===== config.mk =====
export PLATFORM = sky130hd
export DESIGN_NAME = nerv_uart_tx_flat
export DESIGN_NICKNAME = d
export VERILOG_FILES = /design/src/rtl/nerv_uart_tx_if.sv /design/src/rtl/nerv_uart_tx.sv /design/src/flat_wrapper.sv
export SDC_FILE = /design/constraint.sdc
export NUM_CORES = 1
export LEC_CHECK = 0
export CAP_MARGIN = 40
export CORE_AREA = 8 8 174 110
export CTS_CLUSTER_DIAMETER = 100
export DETAILED_ROUTE_END_ITERATION = 16
export DIE_AREA = 0 0 182 118
export PLACE_DENSITY = 0.83
export RECOVER_POWER = 25
export SYNTH_ARGS = -nofsm -noshare
export SYNTH_HDL_FRONTEND = slang
export SYNTH_SLANG_ARGS = --single-unit

===== constraint.sdc =====
create_clock -name clock -period 6.68 [get_ports clock]
set_input_delay 1.336 -clock clock [delete_from_list [all_inputs] [get_ports clock]]
set_output_delay 1.336 -clock clock [all_outputs]
set_load 0.05 [all_outputs]

===== src/rtl/nerv_uart_tx_if.sv =====
// NERV data-memory bus slice seen by a memory-mapped peripheral.
// The CPU/SoC fan-out drives the master side; peripherals take the slave side.
interface nerv_uart_tx_if;
  logic        dmem_valid;
  logic [31:0] dmem_addr;
  logic [3:0]  dmem_wstrb;
  logic [31:0] dmem_wdata;
  logic [31:0] dmem_rdata;

  modport master (
    output dmem_valid,
    output dmem_addr,
    output dmem_wstrb,
    output dmem_wdata,
    input  dmem_rdata
  );

  modport slave (
    input  dmem_valid,
    input  dmem_addr,
    input  dmem_wstrb,
    input  dmem_wdata,
    output dmem_rdata
  );
endinterface


===== src/rtl/nerv_uart_tx.sv =====
// Memory-mapped 8N1 UART transmitter: a byte FIFO fed from the dmem bus,
// drained LSB-first onto tx by a baud-counted frame FSM.
module nerv_uart_tx #(
  parameter logic [31:0] BASE_ADDR  = 32'h0200_0000,
  parameter int          FIFO_DEPTH = 16,
  parameter logic [15:0] DIV_RESET  = 16'd104
) (
  input  logic             clock,
  input  logic             reset,
  nerv_uart_tx_if.slave    bus,
  output logic             tx,
  output logic             irq
);

  localparam int PTR_W = (FIFO_DEPTH > 1) ? $clog2(FIFO_DEPTH) : 1;
  localparam int LVL_W = PTR_W + 1;

  typedef enum logic [1:0] {S_IDLE, S_START, S_DATA, S_STOP} state_t;

  // Register state
  logic [31:0]      rdata_q;
  logic [15:0]      div_q;
  logic             irq_en_q;
  logic             ovf_q;
  logic             irq_q;
  logic [PTR_W-1:0] wr_ptr_q, rd_ptr_q;
  logic [LVL_W-1:0] level_q, level_d;
  logic [7:0]       fifo_mem [FIFO_DEPTH];

  // Frame FSM state
  state_t           state_q;
  logic [15:0]      cnt_q;
  logic [7:0]       shift_q;
  logic [2:0]       bit_idx_q;
  logic             tx_q;

  // Bus decode
  logic             hit, wr;
  logic [1:0]       sel;
  logic             push_req, push_ok, pop;
  logic             full, empty, busy, cnt_zero;
  logic [15:0]      div_d;
  logic [31:0]      reg_val;
  logic             unused_bits;

  assign hit      = bus.dmem_valid && (bus.dmem_addr[31:4] == BASE_ADDR[31:4]);
  assign sel      = bus.dmem_addr[3:2];
  assign wr       = hit && (bus.dmem_wstrb != 4'b0000);
  assign full     = (level_q == LVL_W'(FIFO_DEPTH));
  assign empty    = (level_q == '0);
  assign busy     = (state_q != S_IDLE);
  assign cnt_zero = (cnt_q == 16'd0);

  // The FSM takes a byte from IDLE, or at the end of STOP to chain frames.
  assign pop      = !empty && ((state_q == S_IDLE) || (state_q == S_STOP && cnt_zero));
  assign push_req = wr && (sel == 2'd0) && bus.dmem_wstrb[0];
  assign push_ok  = push_req && (!full || pop);

  assign unused_bits = ^{bus.dmem_wdata[31:16], bus.dmem_addr[1:0]};

  always_comb begin
    div_d = div_q;
    if (bus.dmem_wstrb[0]) div_d[7:0]  = bus.dmem_wdata[7:0];
    if (bus.dmem_wstrb[1]) div_d[15:8] = bus.dmem_wdata[15:8];
    if (div_d == 16'd0) div_d = 16'd1;
  end

  always_comb begin
    level_d = level_q;
    case ({push_ok, pop})
      2'b10:   level_d = level_q + LVL_W'(1);
      2'b01:   level_d = level_q - LVL_W'(1);
      default: level_d = level_q;
    endcase
  end

  always_comb begin
    reg_val = 32'h0;
    case (sel)
      2'd1:    reg_val = {16'h0, 8'(level_q), 4'h0, ovf_q, busy, empty, full};
      2'd2:    reg_val = {16'h0, div_q};
      2'd3:    reg_val = {31'h0, irq_en_q};
      default: reg_val = 32'h0;
    endcase
  end

  // Storage array carries no reset so it can map onto RAM; pointers define validity.
  always_ff @(posedge clock) begin
    if (push_ok) fifo_mem[wr_ptr_q] <= bus.dmem_wdata[7:0];
  end

  always_ff @(posedge clock or posedge reset) begin
    if (reset) begin
      rdata_q  <= 32'h0;
      div_q    <= DIV_RESET;
      irq_en_q <= 1'b0;
      ovf_q    <= 1'b0;
      irq_q    <= 1'b0;
      wr_ptr_q <= '0;
      rd_ptr_q <= '0;
      level_q  <= '0;
    end else begin
      if (bus.dmem_valid) rdata_q <= hit ? reg_val : 32'h0;
      if (wr && sel == 2'd2) div_q <= div_d;
      if (wr && sel == 2'd3 && bus.dmem_wstrb[0]) irq_en_q <= bus.dmem_wdata[0];
      if (push_req && !push_ok)
        ovf_q <= 1'b1;
      else if (wr && sel == 2'd1 && bus.dmem_wstrb[0] && bus.dmem_wdata[3])
        ovf_q <= 1'b0;
      if (push_ok) wr_ptr_q <= wr_ptr_q + PTR_W'(1);
      if (pop)     rd_ptr_q <= rd_ptr_q + PTR_W'(1);
      level_q <= level_d;
      irq_q   <= irq_en_q && empty && (state_q == S_IDLE);
    end
  end

  always_ff @(posedge clock or posedge reset) begin
    if (reset) begin
      state_q   <= S_IDLE;
      cnt_q     <= 16'd0;
      shift_q   <= 8'h0;
      bit_idx_q <= 3'd0;
      tx_q      <= 1'b1;
    end else begin
      case (state_q)
        S_IDLE: begin
          if (pop) begin
            shift_q <= fifo_mem[rd_ptr_q];
            cnt_q   <= div_q - 16'd1;
            tx_q    <= 1'b0;
            state_q <= S_START;
          end
        end
        S_START: begin
          if (cnt_zero) begin
            cnt_q     <= div_q - 16'd1;
            tx_q      <= shift_q[0];
            shift_q   <= shift_q >> 1;
            bit_idx_q <= 3'd0;
            state_q   <= S_DATA;
          end else begin
            cnt_q <= cnt_q - 16'd1;
          end
        end
        S_DATA: begin
          if (cnt_zero) begin
            cnt_q <= div_q - 16'd1;
            if (bit_idx_q == 3'd7) begin
              tx_q    <= 1'b1;
              state_q <= S_STOP;
            end else begin
              bit_idx_q <= bit_idx_q + 3'd1;
              tx_q      <= shift_q[0];
              shift_q   <= shift_q >> 1;
            end
          end else begin
            cnt_q <= cnt_q - 16'd1;
          end
        end
        S_STOP: begin
          if (cnt_zero) begin
            if (pop) begin
              shift_q <= fifo_mem[rd_ptr_q];
              cnt_q   <= div_q - 16'd1;
              tx_q    <= 1'b0;
              state_q <= S_START;
            end else begin
              state_q <= S_IDLE;
            end
          end else begin
            cnt_q <= cnt_q - 16'd1;
          end
        end
        default: state_q <= S_IDLE;
      endcase
    end
  end

  assign bus.dmem_rdata = rdata_q;
  assign tx             = tx_q;
  assign irq            = irq_q;

endmodule

===== src/flat_wrapper.sv =====
// flat-port wrapper written by rule: the top's interface ports become plain ports
module nerv_uart_tx_flat 
#(
  parameter logic [31:0] BASE_ADDR  = 32'h0200_0000,
  parameter int          FIFO_DEPTH = 16,
  parameter logic [15:0] DIV_RESET  = 16'd104
)
  (clock, reset, tx, irq, bus_dmem_valid, bus_dmem_addr, bus_dmem_wstrb, bus_dmem_wdata, bus_dmem_rdata);
  nerv_uart_tx_if bus_i ();
  input  logic clock;
  input  logic reset;
  output logic tx;
  output logic irq;
  input wire logic [$bits(bus_i.dmem_valid)-1:0] bus_dmem_valid;
  input wire logic [$bits(bus_i.dmem_addr)-1:0] bus_dmem_addr;
  input wire logic [$bits(bus_i.dmem_wstrb)-1:0] bus_dmem_wstrb;
  input wire logic [$bits(bus_i.dmem_wdata)-1:0] bus_dmem_wdata;
  output wire logic [$bits(bus_i.dmem_rdata)-1:0] bus_dmem_rdata;
  assign bus_i.dmem_valid = bus_dmem_valid;
  assign bus_i.dmem_addr = bus_dmem_addr;
  assign bus_i.dmem_wstrb = bus_dmem_wstrb;
  assign bus_i.dmem_wdata = bus_dmem_wdata;
  assign bus_dmem_rdata = bus_i.dmem_rdata;
  nerv_uart_tx #(.BASE_ADDR(BASE_ADDR), .FIFO_DEPTH(FIFO_DEPTH), .DIV_RESET(DIV_RESET)) u_core (.clock(clock), .reset(reset), .bus(bus_i), .tx(tx), .irq(irq));
endmodule

==> key figures, run 1 <==
Outcome
  – Outcome: finished, final reports clean

Final layout
  – Util after Layout: slightly below 70%
  – Layout cells sized above 1: around 14%
  – Area growth from synthesis to layout: 14.9%
  – Antenna diodes: 0
  – Layout net count: between 800 and 900

Synthesis
  – Ys Warns: 0
  – Mapped Cells: between 700 and 800
  – Synthesized flop and latch total: around 200
  – Synth unique cells: 76
  – Mapped Avg Cell Area: between 10 and 15 µm²
  – Dominant synthesized flop cell: edfxtp_1
  – Asr flop ratio synth: between 30% and 40%
  – Register area share after synthesis: between 50% and 60%
  – Synthesized area: between 0.009 and 0.01 mm²
  – EDFF count, synth: 128

Pwr
  – LEAKAGE: 4.13 nW
  – Clock power share: 39.8%
  – Pwr/cell area: 234 mW/mm²
  – Switching share of power: 22.8%
  – Seq pwr share: between 50% and 60%
  – P_sw: 600 µW
  – Gate power share: 6.8%
  – Worst VDD drop: 231 µV
  – Cell Int Power: ~2.0 mW

Floorplanning
  – Top Ports: around 110
  – Die extent in x: approximately 180 µm
  – Core area: between 0.015 and 0.02 mm²
  – Die Height: between 100 and 150 µm
  – Starting density of the core: roughly three fifths
  – Die area: between 0.02 and 0.025 mm²
  – # rows: 37

Detailed routing
  – Detailed Route Iter0 Violations: around 800
  – DRT Wirelength: around 24000 µm
  – Drt drc: 0
  – DR WL/cell: about 23 µm
  – DR vias: between 6000 and 7000
  – Vias per cell: 6.45
  – Initial DRT Pass Iterations: 7
  – ANT nets after route: 0

Worst setup path
  – Critical Path Start Type: input port
  – Reg-to-reg endpoint: u_core.level_q[4]
  – Max stage delay cell, worst path: clkdlybuf4s50_1
  – Cell family with most CP delay: simple AND/OR/NAND/NOR gates
  – Crit-path max cell delay: a little under 900 ps
  – Crit path required time: slightly below 7000 ps
  – Critical path type: in2reg
  – CP max FO: 18
  – Worst R2R Path Depth: 11
  – Critical path cell sequence: clkdlybuf4s50_1, nor4bb_1, nand4_1, nor3_1, o21a_1, nand2_1, nor2_1
  – Flop2flop setup slack: approximately 2800 ps
  – Critical Path End Type: register
  – FF-to-FF Start: u_core.state_q[0]
  – Worst Path Arrival: 4860 ps
  – CP Buf/Inv Count: 1

STA
  – Setup TNS: 0 ps
  – Final worst-path cycle share: a little under three quarters
  – Hold Vio Cnt, Final: 0
  – Rel. slew slack: roughly 37%
  – Setup-failing EPs final: 0
  – Crit path time final: between 4000 and 5000 ps
  – Worst-Margin Slew: roughly 950 ps
  – RSZ-0062 raised after global routing: no
  – Max-slew violation count: 0
  – F_max: between 200 and 250 MHz
  – Worst-case clock skew: between 15 and 20 ps

Worst hold path
  – Worst min path class: reg2reg
  – HP Start: u_core.shift_q[5]
  – Worst hold stages: 2
  – Hold Crit Endpoint: u_core.shift_q[5]

Clocking
  – CTS Buf Count: 19
  – CTS Hold Buffers Added: 0
  – Clock transition at path regs: roughly 60 ps
  – CTS root buf: clkbuf_16
  – TritonCTS clock tree: yes
  – Setup bufs post-CTS: 0
  – Worst-Skew Late Latency: 500 ps
  – Clock sink count: 206
  – Clock Tree Buf Depth: 3
  – PostCTS Resize Cnt: 0
  – H-tree depth: 1

GRT
  – Congestion Overflow GR: 0
  – Antenna violations before repair: 0
  – Vias in the first global route: roughly 6700
  – Pin count of the biggest net entering global routing: 67
  – First-pass GRT wire length: between 30000 and 40000 µm
  – Total global-route track usage: between 20 and 25%

Place
  – HPWL after detailed placement: approximately 17000 µm
  – Gpl congestion: roughly 0.87
  – I/O Buffers: 70

Run
  – Max_cap viols: 0
## cells in the mapped netlist (all sizes together), types with 3 or more instances
cell    count  area (µm²)
dfrtp      74        1850
a31oi       5        31.3
a22oi      11        82.6
nand4       8        50.1
o32ai       5        43.8
mux4       40         901
and2        4        26.3
o31a        3        27.5
mux2i      11         110
a32o        3        30.0
a21oi      16        80.1
buf        28         173
clkbuf     25        93.8
xnor2      20         175
or4         3        26.3
nand2b      7        43.8
inv        30         113
xor2       12         105
nor2       43         161
dfstp       4         105
mux2        8        90.1
nor4b       3        26.3
nor3       26         146
o22ai      17         106
nor3b       3        22.5
o31ai       3        22.5
nor2b       3        18.8
o21ai      42         214
nor4       22         150
ha         15         188
edfxtp    128        3840
or3        11        76.3
or2         5        31.3
nand2      60         228
a22o       12         105
## power groups by stage
| stage | clock network [mW] | logic (mW) | registers, mW |
|---|---|---|---|
| after floorplan | 0 | 0.105 | 1.43 |
| after global placement | 0 | 0.166 | 1.43 |
| after detailed placement | 0 | 0.178 | 1.43 |
| after CTS | 1.06 | 0.179 | 1.40 |
| after global routing | 1.10 | 0.193 | 1.41 |
| final | 1.05 | 0.178 | 1.41 |
## metrics by stage
stage	setup slack, ps	cell area [µm²]	instances	power [mW]	hold slack (ps)
5_1_grt	1700	11200	1032	2.71	530
3_5_place_dp	1490	10600	998	1.61	475
6_report	1940	11200	1032	2.63	488
2_1_floorplan	2890	9820	757	1.54	450
3_3_place_gp	1660	10600	996	1.60	463
4_1_cts	1970	11200	1032	2.64	489
## logic make-up after synthesis
| family | synth area share (%) |
|---|---|
| AOI/OAI and AO/OA | 9.39 |
| xor gates and xnor gates | 2.87 |
| adders and majority gates | 1.92 |
| buffers and inverters | 3.88 |
| DFF | 59.4 |
| muxes | 11.3 |
| other | 0.0384 |
| and+or+nand+nor | 11.2 |
## area by class of cell
cell class | count | area (µm²)
sequential | 206 | 5800
fill | 1140 | 5440
multi-input combinational | 468 | 3640
timing repair buffer | 80 | 805
clock buffer | 24 | 504
tap | 214 | 268
inverter | 30 | 114
clock inverter | 10 | 88.8
## cell usage in the layout (no fill, tap or decap), types with 5 or more instances in the layout
| master | count |
|---|---|
| edfxtp_1 | 128 |
| dfrtp_1 | 73 |
| clkdlybuf4s50_1 | 67 |
| nand2_1 | 59 |
| nor2_1 | 43 |
| mux4_2 | 40 |
| o21ai_0 | 40 |
| inv_1 | 29 |
| nor3_1 | 24 |
| xnor2_1 | 20 |
| nor4_1 | 20 |
| clkbuf_16 | 19 |
| o22ai_1 | 17 |
| a21oi_1 | 16 |
| conb_1 | 16 |
| ha_1 | 15 |
| a22o_1 | 12 |
| xor2_1 | 12 |
| mux2i_1 | 11 |
| a22oi_1 | 11 |
| nand4_1 | 8 |
| or3_1 | 8 |
| mux2_2 | 8 |
| nand2b_1 | 7 |
| buf_4 | 7 |
| a31oi_1 | 5 |
| o32ai_1 | 5 |
| clkinv_2 | 5 |
| clkbuf_1 | 5 |
## flip-flops by register name, indices dropped and copies added, names as in the netlist, 2 cells and up
name	cells
u_core.wr_ptr_q	4
u_core.shift_q	8
u_core.cnt_q	16
u_core.rd_ptr_q	4
u_core.bus.dmem_rdata	16
u_core.bit_idx_q	3
u_core.div_q	16
u_core.level_q	5
u_core.fifo_mem	128
u_core.state_q	2
## worst max-delay path by stage
stage,from,endpoint,slack [ps],cells past startpoint
2_1_floorplan,bus_dmem_addr[5],u_core.fifo_mem[3][0],2890,7
3_3_place_gp,bus_dmem_valid,u_core.fifo_mem[11][7],1660,7
3_5_place_dp,bus_dmem_valid,u_core.fifo_mem[15][2],1490,7
4_1_cts,bus_dmem_valid,u_core.fifo_mem[15][5],1970,7
5_1_grt,bus_dmem_valid,u_core.fifo_mem[15][5],1700,7
6_report,bus_dmem_valid,u_core.fifo_mem[15][0],1940,7
## tightest hold or removal path, cell delays in order, from the launching register on
cell	delay, ps
dfrtp_1	340
nand2_1	50
o21ai_0	60
## routing by layer
metal / share of wire, % / track usage, % / vias to the layer above / routed length, µm
met5: 0 / 0 / - / 0
met4: 1.9 / 5.56 / 0 / 454
met3: 12 / 6.84 / 39 / 2760
met2: 44 / 32.8 / 389 / 10500
met1: 42 / 31.8 / 3310 / 10100
li1: - / - / 2919 / -
(Power assumes the default switching activity.)
==> inputs of run 2 (changes only) <==
CORE_AREA = 8 8 188 119   (was 8 8 174 110)
DIE_AREA = 0 0 196 127   (was 0 0 182 118)
PLACE_DENSITY = 0.75   (was 0.83)
clock period = 4.3 ns   (was 6.68 ns; I/O delays follow)
==> run 2 against run 1 <==
Clock-buffer cell count grew 4; wire length shrank 0.41%; clock skew shrank 8.0 ps; register-to-register slack lost 2000 ps; combinational power grew 57%; non-clock buffer count grew 30; via count shrank 0.99%; flip-flop and latch count is the same; core utilization shrank 8.4 points; critical endpoint is now u_core.level_q[4].
==> key figures, run 2 (synthesis results as in run 1) <==
Final layout
  – Largest register FFs: around 130
  – # fillers: roughly 1500
  – Storage element area: between 0.005 and 0.006 mm²
  – Antenna diodes: 0
  – Multi-input logic area: 0.00364 mm²
  – Util after Layout: between 50% and 60%
  – Leading cell type in the layout, fill and taps excluded: edfxtp_1
  – Reg with most FFs: u_core.fifo_mem
  – Area growth from synthesis to layout: 17.8%
  – Layout net count: slightly above 900
  – Commonest non-fill, non-tap cells in the layout: edfxtp_1 (128), dfrtp_1 (73), clkdlybuf4s50_1 (65), nand2_1 (59), nor2_1 (43)
  – Layout cells sized above 1: 16.7%

STA
  – Setup-failing EPs final: 0
  – Worst-case clock skew: between 8 and 9 ps
  – Final worst-path cycle share: around four fifths
  – Hold Vio Cnt, Final: 0
  – RSZ-0062 raised after global routing: no
  – Hold Slack: 487 ps
  – Setup TNS: 0 ps
  – Crit path time final: roughly 3500 ps
  – Worst-Margin Slew: 855 ps
  – Rel. slew slack: 43.0%
  – Max-slew violation count: 0
  – F_max: between 200 and 300 MHz
  – Fin worst setup slack: around 800 ps

Worst hold path
  – Worst min path class: reg2reg
  – Worst hold stages: 2

Worst setup path
  – Critical Path End Type: register
  – Crit path required time: 4720 ps
  – Worst R2R Path Depth: 12
  – CP max FO: 14
  – Critical path type: reg2reg
  – Worst Path Arrival: around 3900 ps
  – Critical Path Start Type: register

Floorplanning
  – # rows: 40
  – Die extent in x: approximately 200 µm
  – Die Height: 127 µm
  – Top Ports: 105
  – Core area: 0.0195 mm²
  – Starting density of the core: roughly half
  – Die area: about 0.025 mm²

Clocking
  – Worst-Skew Late Latency: approximately 500 ps
  – Clock transition at path regs: 60 ps
  – CTS Buf Count: 20
  – H-tree depth: 1
  – Setup bufs post-CTS: 0
  – PostCTS Resize Cnt: 0
  – CTS Hold Buffers Added: 0
  – TritonCTS clock tree: yes
  – Clock sink count: between 200 and 250
  – Clock Tree Buf Depth: 3
  – CTS root buf: clkbuf_16

Place
  – I/O Buffers: 70
  – Worst slack at placement: between 600 and 700 ps
  – HPWL after detailed placement: between 15000 and 20000 µm
  – Gpl congestion: ~0.86

GRT
  – Congestion Overflow GR: 0
  – Antenna violations before repair: 0
  – Pin count of the biggest net entering global routing: 46
  – Total global-route track usage: roughly a fifth
  – Vias in the first global route: ~6500
  – First-pass GRT wire length: 37400 µm

Detailed routing
  – DRT Wirelength: about 24000 µm
  – DR vias: around 6600
  – Drt drc: 0
  – DR WL/cell: ~22 µm
  – ANT nets after route: 0
  – Initial DRT Pass Iterations: 5
  – Detailed Route Iter0 Violations: ~650
  – Vias per cell: ~6.0

Pwr
  – Pwr/cell area: 362 mW/mm²
  – LEAKAGE: around 4.3 nW
  – Worst VDD drop: around 330 µV

Outcome
  – Outcome: finished, final reports clean

Run
  – Max_cap viols: 0
==> run 2: worst max-delay path: stages, from the launching register on <==
cell and delay (ps):
dfrtp_1 400, inv_1 70, ha_1 230, nor4b_1 540
nand4_1 200, a21o_1 440, nor2_1 370, xor2_1 120
ha_1 270, o31a_1 250, nor4_1 200, a31o_2 170
xor2_1 140
==> run 2: cell type report <==
type	instances	area share, %
clock buffers	28	4.70
multi-input cells	468	31.7
inverters	30	0.990
flip-flops and latches	206	50.4
clock inverters	8	0.750
repair buffers	110	8.74
well taps	252	2.74
==> run 2: through the flow <==
| stage | total power, mW | instances | instance area [µm²] |
|---|---|---|---|
| 2_1_floorplan | 2.39 | 757 | 9820 |
| 3_3_place_gp | 2.49 | 1065 | 10900 |
| 3_5_place_dp | 2.50 | 1066 | 10900 |
| 4_1_cts | 4.19 | 1102 | 11500 |
| 5_1_grt | 4.29 | 1102 | 11500 |
| 6_report | 4.16 | 1102 | 11500 |
==> run 2: worst paths after layout <==
check / end / slack (ps) / startpoint
max: u_core.level_q[4] / 800 / u_core.cnt_q[0]
min in group asynchronous: u_core.cnt_q[13] / 850 / reset
min: u_core.shift_q[4] / 490 / u_core.shift_q[4]
min reg2reg: u_core.shift_q[4] / 490 / u_core.shift_q[4]
max in group asynchronous: u_core.div_q[6] / 2500 / reset
max reg2reg: u_core.level_q[4] / 800 / u_core.cnt_q[0]
==> run 2: routing by layer <==
| metal | wire, µm | up-vias | global-route usage (%) |
|---|---|---|---|
| met4 | 343 | 0 | 3.55 |
| met5 | 0 | - | 0 |
| li1 | - | 2994 | - |
| met1 | 11200 | 3296 | 29.2 |
| met2 | 10100 | 275 | 26.7 |
| met3 | 2100 | 26 | 4.93 |
==> run 2: report_power, final <==
group / internal, mW / total [mW] / switching (mW)
clock: 0.951 / 1.70 / 0.748
combinational: 0.116 / 0.279 / 0.163
sequential: 2.14 / 2.18 / 0.0414
==> inputs of run 3 (changes only) <==
clock period = 3.16 ns   (was 4.3 ns; I/O delays follow)
==> run 3 against run 2 <==
Combinational power grew 37%; the run now ends with max-capacitance violations left; highest routed layer unchanged; flip-flop and latch count is the same; first-iteration DRC count grew 35%; non-clock buffer count up 20; setup slack got worse by 560 ps; clock power up 33%; clock-buffer cell count decreased by 1.
==> key figures, run 3 (synthesis results as in run 1) <==
Outcome
  – Outcome: complete, but fails checks
  – Violated checks: max-capacitance violations

Final layout
  – Util after Layout: 59.7%
  – Largest register FFs: roughly 130
  – Commonest non-fill, non-tap cells in the layout: edfxtp_1 (128), dfrtp_1 (73), clkdlybuf4s50_1 (64), nand2_1 (59), buf_4 (53)
  – Layout cells sized above 1: roughly 18%
  – Design area: approximately 0.012 mm²
  – Antenna diodes: 0
  – Layout net count: approximately 940
  – Area growth from synthesis to layout: 19.3%
  – Reg with most FFs: u_core.fifo_mem
  – Leading cell type in the layout, fill and taps excluded: edfxtp_1

Floorplanning
  – Die area: roughly 0.025 mm²
  – Die extent in x: a little under 200 µm
  – Top Ports: about 110
  – Starting density of the core: around 50%
  – Core area: ~0.020 mm²
  – # rows: 40
  – Die Height: around 130 µm

Clocking
  – Clock transition at path regs: 60 ps
  – CTS root buf: clkbuf_16
  – TritonCTS clock tree: yes
  – Clock sink count: ~200
  – CTS Buf Count: 20
  – H-tree depth: 1
  – Clock Tree Buf Depth: 3
  – Worst-Skew Late Latency: between 400 and 500 ps

Run
  – Max_cap viols: 1

Detailed routing
  – ANT nets after route: 0
  – Initial DRT Pass Iterations: 5
  – DR WL/cell: 21.8 µm
  – Drt drc: 0
  – Vias per cell: roughly 6.0
  – DRT Wirelength: 24500 µm
  – Met2 wire len: just over 10000 µm
  – Highest metal layer with signal wires: met4
  – DR vias: between 6000 and 7000
  – Met3 Wirelength: 2560 µm
  – DRT met1 WL: 11300 µm
  – Detailed Route Iter0 Violations: slightly below 900

Worst setup path
  – Cell family with most CP delay: simple AND/OR/NAND/NOR gates
  – Crit-path max cell delay: around 510 ps
  – Worst Path Arrival: about 3100 ps
  – Critical path cell sequence: clkdlybuf4s50_1, nor4bb_1, nand4_1, nor3_1, buf_4, o21a_1, nand2_1, nor3_1, buf_4
  – CP max FO: 8
  – Crit path required time: 3350 ps
  – Critical path type: in2reg
  – Flop2flop setup slack: between 200 and 300 ps
  – CP Buf/Inv Count: 3
  – Critical Path End Type: register
  – Critical Path Start Type: input port
  – Max stage delay cell, worst path: clkdlybuf4s50_1

STA
  – Worst-Margin Slew: 1460 ps
  – Crit path time final: 2910 ps
  – Hold Vio Cnt, Final: 0
  – Final worst-path cycle share: 92.2%
  – Worst-case clock skew: 6.47 ps
  – Max-slew violation count: 0
  – RSZ-0062 raised after global routing: no
  – Setup-failing EPs final: 0
  – Hold Slack: 477 ps
  – Rel. slew slack: 2.15%
  – F_max: between 300 and 400 MHz

GRT
  – First-pass GRT wire length: between 30000 and 40000 µm
  – Vias in the first global route: about 6500
  – Pin count of the biggest net entering global routing: 36
  – Antenna violations before repair: 0
  – Congestion Overflow GR: 0
  – Total global-route track usage: between 10% and 20%

Pwr
  – Pwr/cell area: 482 mW/mm²
  – Worst VDD drop: 505 µV
  – LEAKAGE: approximately 4.4 nW
  – Power, Total: approximately 5.6 mW

Place
  – I/O Buffers: 70
  – HPWL after detailed placement: between 15000 and 20000 µm
  – Gpl congestion: about 0.85
  – Placed Instance Area: approximately 0.011 mm²

Worst hold path
  – Worst min path class: reg2reg
==> run 3: worst paths after layout <==
check,startpoint,to,cells past startpoint
setup / recovery,bus_dmem_valid,u_core.fifo_mem[0][3],9
hold reg to reg,u_core.tx,u_core.tx,2
min in group asynchronous,reset,u_core.bit_idx_q[0],2
max in group asynchronous,reset,u_core.div_q[9],3
hold / removal,u_core.tx,u_core.tx,2
setup reg to reg,u_core.cnt_q[0],u_core.level_q[4],14
==> run 3: stage by stage <==
step	TNS [ps]	instances	setup WS, ps
6_report	0	1121	247
5_1_grt	0	1121	0.859
4_1_cts	0	1121	181
3_5_place_dp	-6540	1086	-169
3_3_place_gp	-2560	1086	-108
2_1_floorplan	0	757	74.7
==> run 3: metal layers <==
layer  vias to the layer above  global-route usage, %
li1                       3023                      -
met1                      3368                   30.4
met2                       320                   27.1
met3                        22                   4.51
met4                         0                   3.42
met5                         -                      0
==> run 3: timing repair <==
action	CTS	global route
buffers inserted	0	0
gates resized for setup	0	2
endpoints found under the setup margin	0	1
hold endpoints to repair	0	0
hold buffers	0	0
==> run 3: layout make-up <==
class,count,area (µm²)
fillers,1518,7870
multi-input cells,468,3650
inverters,30,114
repair buffers,130,1160
flip-flops and latches,206,5800
clock inverters,8,58.8
clock buffers,27,548
well taps,252,315
==> run 3: report_power, final <==
group          total (mW)  internal [mW]  leakage, nW  switching (mW)
clock network        2.26           1.29        0.296           0.970
registers            2.97           2.92         2.16          0.0561
logic               0.383          0.159         1.92           0.224
==> run 3: worst reg2reg max path, cell delays in order, from the launching register on <==
cell     delay [ps]
dfrtp_1         410
inv_1            70
ha_1            250
nor4b_2         250
buf_4           160
nand4_1          90
buf_4           190
a21o_1          210
nor2_2          160
xor2_1          100
ha_1            240
o31a_1          240
nor4_1          180
a31o_2          150
xor2_1          130
